==> config.mk <==
export PLATFORM = sky130hd
export DESIGN_NAME = load_store_unit
export DESIGN_NICKNAME = d
export VERILOG_FILES = /design/src/rtl/load_store_unit_pkg.sv /design/src/rtl/byte_lane_fmt.sv /design/src/rtl/load_store_unit.sv
export SDC_FILE = /design/constraint.sdc
export NUM_CORES = 1
export LEC_CHECK = 0
export CAP_MARGIN = 20
export CELL_PAD_IN_SITES_DETAIL_PLACEMENT = 2
export CELL_PAD_IN_SITES_GLOBAL_PLACEMENT = 2
export CORE_MARGIN = 10
export CORE_UTILIZATION = 25
export CTS_BUF_LIST = sky130_fd_sc_hd__clkbuf_16
export CTS_CLUSTER_DIAMETER = 100
export DETAILED_ROUTE_END_ITERATION = 6
export PLACE_DENSITY_LB_ADDON = 0.1
export SLEW_MARGIN = 20
export SYNTH_ARGS = -nofsm -noshare
export SYNTH_HDL_FRONTEND = slang
export SYNTH_SLANG_ARGS = --single-unit
==> constraint.sdc <==
create_clock -name CLK -period 4.7 [get_ports CLK]
set_input_delay 0.47 -clock CLK [delete_from_list [all_inputs] [get_ports CLK]]
set_output_delay 0.47 -clock CLK [all_outputs]
set_load 0.03 [all_outputs]
==> src/rtl/load_store_unit_pkg.sv <==
// Shared definitions for the load/store unit: MIPS size codes, FSM encoding and
// the request legality check.
package load_store_unit_pkg;

   localparam logic [2:0] SZ_B  = 3'b000;
   localparam logic [2:0] SZ_H  = 3'b001;
   localparam logic [2:0] SZ_W  = 3'b011;
   localparam logic [2:0] SZ_BU = 3'b100;
   localparam logic [2:0] SZ_HU = 3'b101;

   typedef enum logic [2:0] {
      ST_IDLE   = 3'd0,
      ST_RD     = 3'd1,
      ST_RMW_RD = 3'd2,
      ST_WR     = 3'd3,
      ST_DONE   = 3'd4
   } lsu_state_e;

   // Unsigned sizes only make sense for loads; halves and words must be naturally aligned.
   function automatic logic req_illegal(input logic is_store, input logic [2:0] size,
                                        input logic [1:0] lane);
      case (size)
         SZ_B:    req_illegal = 1'b0;
         SZ_H:    req_illegal = lane[0];
         SZ_W:    req_illegal = (lane != 2'b00);
         SZ_BU:   req_illegal = is_store;
         SZ_HU:   req_illegal = is_store | lane[0];
         default: req_illegal = 1'b1;
      endcase
   endfunction

endpackage

==> src/rtl/byte_lane_fmt.sv <==
// Combinational byte/half lane steering: extracts and extends load data, and merges
// store data into an old word for the read-modify-write path.
module byte_lane_fmt
   import load_store_unit_pkg::*;
#(
   parameter logic BigEndian = 1'b1
) (
   input  logic [31:0] word,
   input  logic [31:0] wdata,
   input  logic [1:0]  lane,
   input  logic [2:0]  size,
   output logic [31:0] load_data,
   output logic [31:0] merged
);

   logic        is_byte;
   logic [4:0]  shamt;
   logic [31:0] shifted;
   logic [31:0] lane_mask;
   logic [31:0] wfield;

   always_comb begin
      is_byte = (size[1:0] == 2'b00);
      // Bit offset of the addressed lane; big-endian puts offset 0 in the top byte.
      if (is_byte) shamt = BigEndian ? {~lane, 3'b000} : {lane, 3'b000};
      else         shamt = BigEndian ? {~lane[1], 4'b0000} : {lane[1], 4'b0000};

      shifted = word >> shamt;
      case (size)
         SZ_B:    load_data = {{24{shifted[7]}}, shifted[7:0]};
         SZ_BU:   load_data = {24'h0, shifted[7:0]};
         SZ_H:    load_data = {{16{shifted[15]}}, shifted[15:0]};
         SZ_HU:   load_data = {16'h0, shifted[15:0]};
         default: load_data = word;
      endcase

      lane_mask = (is_byte ? 32'h0000_00FF : 32'h0000_FFFF) << shamt;
      wfield    = (wdata & (is_byte ? 32'h0000_00FF : 32'h0000_FFFF)) << shamt;
      merged    = (word & ~lane_mask) | wfield;
   end

endmodule

==> src/rtl/load_store_unit.sv <==
// MIPS load/store unit in front of a word-only RAM; sub-word stores are sequenced
// as read-modify-write because the RAM has no byte enables.
module load_store_unit
   import load_store_unit_pkg::*;
#(
   parameter int   AddrWidth = 32,
   parameter logic BigEndian = 1'b1
) (
   input  logic                 CLK,
   input  logic                 RST,
   input  logic                 req,
   input  logic                 is_store,
   input  logic [2:0]           size,
   input  logic [AddrWidth-1:0] addr,
   input  logic [31:0]          wdata,
   output logic [31:0]          rdata,
   output logic                 busy,
   output logic                 done,
   output logic                 err,
   output logic [AddrWidth-1:0] ram_addr,
   output logic                 ram_r,
   output logic                 ram_w,
   output logic [31:0]          ram_wdata,
   input  logic [31:0]          ram_rdata,
   output logic [2:0]           state_dbg
);

   // Handshake: req is sampled only in IDLE; busy covers every non-IDLE state, and
   // done (with err for rejected requests) pulses for exactly one cycle at the end.

   lsu_state_e  state, state_nxt;
   logic [2:0]  st_size;
   logic [1:0]  st_lane;
   logic [31:0] st_wdata;
   logic        st_err;
   logic        illegal;
   logic [31:0] fmt_load;
   logic [31:0] fmt_merged;

   assign illegal   = req_illegal(is_store, size, addr[1:0]);
   assign state_dbg = state;

   byte_lane_fmt #(.BigEndian(BigEndian)) u_fmt (
      .word      (ram_rdata),
      .wdata     (st_wdata),
      .lane      (st_lane),
      .size      (st_size),
      .load_data (fmt_load),
      .merged    (fmt_merged)
   );

   always_ff @(posedge CLK or posedge RST) begin
      if (RST) state <= ST_IDLE;
      else     state <= state_nxt;
   end

   // Strobes decode from the registered state only, so they cannot glitch.
   always_comb begin
      state_nxt = state;
      ram_r     = 1'b0;
      ram_w     = 1'b0;
      busy      = 1'b1;
      done      = 1'b0;
      err       = 1'b0;
      case (state)
         ST_IDLE: begin
            busy = 1'b0;
            if (req) begin
               if (illegal)          state_nxt = ST_DONE;
               else if (!is_store)   state_nxt = ST_RD;
               else if (size == SZ_W) state_nxt = ST_WR;
               else                  state_nxt = ST_RMW_RD;
            end
         end
         ST_RD: begin
            ram_r     = 1'b1;
            state_nxt = ST_DONE;
         end
         ST_RMW_RD: begin
            ram_r     = 1'b1;
            state_nxt = ST_WR;
         end
         ST_WR: begin
            ram_w     = 1'b1;
            state_nxt = ST_DONE;
         end
         ST_DONE: begin
            done      = 1'b1;
            err       = st_err;
            state_nxt = ST_IDLE;
         end
         default: state_nxt = ST_IDLE;
      endcase
   end

   always_ff @(posedge CLK or posedge RST) begin
      if (RST) begin
         st_size   <= '0;
         st_lane   <= '0;
         st_wdata  <= '0;
         st_err    <= 1'b0;
         rdata     <= '0;
         ram_addr  <= '0;
         ram_wdata <= '0;
      end else begin
         case (state)
            ST_IDLE: begin
               if (req) begin
                  st_size  <= size;
                  st_lane  <= addr[1:0];
                  st_wdata <= wdata;
                  st_err   <= illegal;
                  ram_addr <= {addr[AddrWidth-1:2], 2'b00};
                  if (!illegal && is_store && size == SZ_W) ram_wdata <= wdata;
               end
            end
            ST_RD:     rdata     <= fmt_load;
            ST_RMW_RD: ram_wdata <= fmt_merged;
            default: ;
         endcase
      end
   end

endmodule

==> metrics.txt <==
status complete, no violations; ratio of cells with drive above 1 in the final layout 15.89%; clock latency on the worst-skew pair 420 ps; Hold-fix buffers, CTS 0; n_diodes 0; area of the mapped netlist 5976 sq um; Max Freq 0.3341 GHz; r2r worst-path depth 4; Post-synth ARST share 100.0%; max cap viols 0; IR drop worst, VDD 0.0003055 V; skew final 10.83 ps; CP required 4230 ps; vias per cell 4.848; minimum clock period 2993 ps; reg-to-reg setup timing slack 1950 ps; sequential area share after synthesis 49.83%; area delta synth->final 47.57%; Compound-Gate Fraction of Synth Area 18.76%; first-pass GRT wire length 38270 um; GP Congestion 0.7642; setup TNS 0 ps; vias post-DR 5207; final number of setup-violating endpoints 0; most frequent cells in the layout clkdlybuf4s50_1, dfrtp_1, mux2_2; Post-CTS Setup Repair Bufs 0; Post-Synth Adder-Cell Area 0%; clock root cell clkbuf_16; Worst-Margin Slew 1130 ps; port buffer count 204; most frequent CP cell nand2_1; Seq cells post-synth 119; initial antenna violation count 0; drt drc 0; TritonCTS clock tree done; cell internal pwr 3824 uW; Routed WL 24570 um; Reg power frac 29.8%; P_sw 3017 uW; core area 23470 sq um; post-synthesis simple-gate area fraction 11.41%; worst slew margin relative to its limit 24.64%; Sw Ratio 44.10%; EDFF count, synth 0; XOR/XNOR share of the synthesized area 0%; footprint of the multi-input gates 2685 sq um; Initial Util 25.46%; FF+latch area 2979 sq um; crit-path max FO 17; grt ovf 0; mean routed wirelength per cell 22.88 um; largest net degree at the start of global routing 59; Num CTS Buffers 17; most common library cell in the layout ignoring fill and taps clkdlybuf4s50_1; Filler Cells Inserted 2489; full die area 30490 sq um; reg2reg end rdata[28]; final design utilization 37.57%; Most used DFF post-synth dfrtp_1; Hold Crit Class in -> async; Worst Setup End Kind primary output; TritonRoute pass-1 iters 4; Hold Fails Final Rpt 0; Iter 0 DRT Violations 229; crit path DAT 2520 ps; largest family of logic cells by synthesized area compound AO/OA/AOI/OAI gates; I/O pin total 207; Slew Limit Fails 0; Synth warnings 0; die height 174.6 um; clock-pin slew on the worst setup and hold paths 60 ps; PwrDens 775.8 nW/um^2; Setup CP Type reg -> out; Worst R2R Start st_lane[1]; startpoint types flop; GRT Util Overall 16.13%; clk sinks 119; CP max-delay cell clkdlybuf4s50_1; post-synthesis cell type count 49; row count 56; H-tree depth 4; synthesized area per cell 10.71 sq um; vias in the first global route 5997; Synth Instances 558; Clock Path Buffers 2; antenna-violating nets left 0; Final period util 63.68%; Pleak 0.003575 uW; mux contribution to synthesized area 14.30%; Max stage delay on crit path 700 ps; post-cts sizing count 0; post-detail-place hpwl 18470 um; fraction of power consumed by combinational cells 51.1%; Die W 174.6 um; clock share of power 19.0%; Final nets 845; chain of cells forming the critical path nor2_1, nand2_1, nand2_1, clkdlybuf4s50_1; unrepaired setup endpoints after global routing no
==> how the worst max path moves through the flow <==
stage / from / endpoint / slack [ps] / cells after the start
after floorplan: RST / ram_addr[10] / 1070 / 1
after global placement: req / ram_addr[13] / 1680 / 4
after detailed placement: req / ram_addr[11] / 1580 / 4
after CTS: state_dbg[2] / ram_r / 1640 / 4
after global routing: state_dbg[2] / ram_r / 1480 / 4
final: state_dbg[2] / ram_r / 1710 / 4
==> registers in the layout, indices dropped and copies added, names as in the netlist <==
signal / cells
ram_wdata: 32
rdata: 32
ram_addr: 30
st_wdata: 16
st_size: 3
state_dbg: 3
st_lane: 2
st_err: 1
==> per-layer routing <==
metal,global-route usage [%],up-vias,wire length [um]
met2,27.00,143,12030
met3,5.928,13,1757
met4,3.356,0,204
li1,-,2387,-
met5,0,-,0
met1,19.45,2664,10590
==> cells by family after synthesis <==
| logic type | after synthesis |
|---|---|
| buffers and inverters | 67 |
| and+or+nand+nor | 129 |
| muxes | 79 |
| DFF | 119 |
| other | 1 |
| AOI/OAI and AO/OA | 163 |
==> power groups by stage <==
stage               Combinational, uW  Clock (uW)  Sequential (uW)
floorplan                        1530           0             2590
global placement                 3460           0             2040
detailed placement               3540           0             2060
CTS                              3560        1340             2050
global route                     3770        1400             2140
finish                           3500        1300             2040
==> worst max-delay path: cells and delay by family (launching register included) <==
kind / cells / cell delay [ps]
buffers and inverters: 1 / 700
and+or+nand+nor: 3 / 870
DFF: 1 / 540
==> area by class of cell <==
class | instances | area share, %
Inverter | 19 | 0.8371
Timing Repair Buffer | 212 | 23.84
Multi-Input combinational cell | 373 | 30.45
Clock buffer | 17 | 4.824
Clock inverter | 15 | 1.745
Sequential cell | 119 | 33.78
Tap cell | 319 | 4.526
==> metrics by stage <==
stage	hold WS (ps)	total power (uW)	setup slack (ps)	std cells	instance area, sq um
floorplan	474.1	4124	1073	559	5979
global placement	465.1	5500	1680	1042	8228
detailed placement	478.7	5594	1579	1042	8228
CTS	421.7	6950	1643	1074	8807
global route	434.8	7310	1482	1074	8818
finish	412.9	6842	1707	1074	8818
==> cells in the mapped netlist, types with 2 or more instances <==
| library cell | instances | share of area (%) |
|---|---|---|
| dfrtp_1 | 119 | 50 |
| mux2_2 | 51 | 9.6 |
| o21ai_0 | 45 | 3.8 |
| nand2_1 | 43 | 2.7 |
| a21oi_1 | 34 | 2.8 |
| nor2_1 | 33 | 2.1 |
| mux2i_1 | 28 | 4.7 |
| buf_2 | 25 | 2.1 |
| inv_1 | 19 | 1.2 |
| o21ai_1 | 19 | 1.6 |
| nand3b_1 | 14 | 1.8 |
| or3_1 | 14 | 1.5 |
| a31oi_1 | 9 | 0.94 |
| clkbuf_1 | 9 | 0.57 |
| o22ai_1 | 9 | 0.94 |
| a221o_1 | 8 | 1.3 |
| a221oi_2 | 8 | 2.0 |
| buf_4 | 8 | 1.0 |
| o211a_1 | 8 | 1.3 |
| o221ai_1 | 8 | 1.2 |
| o221a_2 | 7 | 1.3 |
| nand2b_1 | 4 | 0.42 |
| buf_6 | 3 | 0.57 |
| and2_1 | 2 | 0.21 |
| buf_1 | 2 | 0.13 |
| nor3_1 | 2 | 0.17 |
| nor3_2 | 2 | 0.34 |
| nor3b_1 | 2 | 0.25 |
| nor3b_2 | 2 | 0.42 |
| or3b_1 | 2 | 0.29 |
Note: power is estimated with default switching activity, not from simulation.
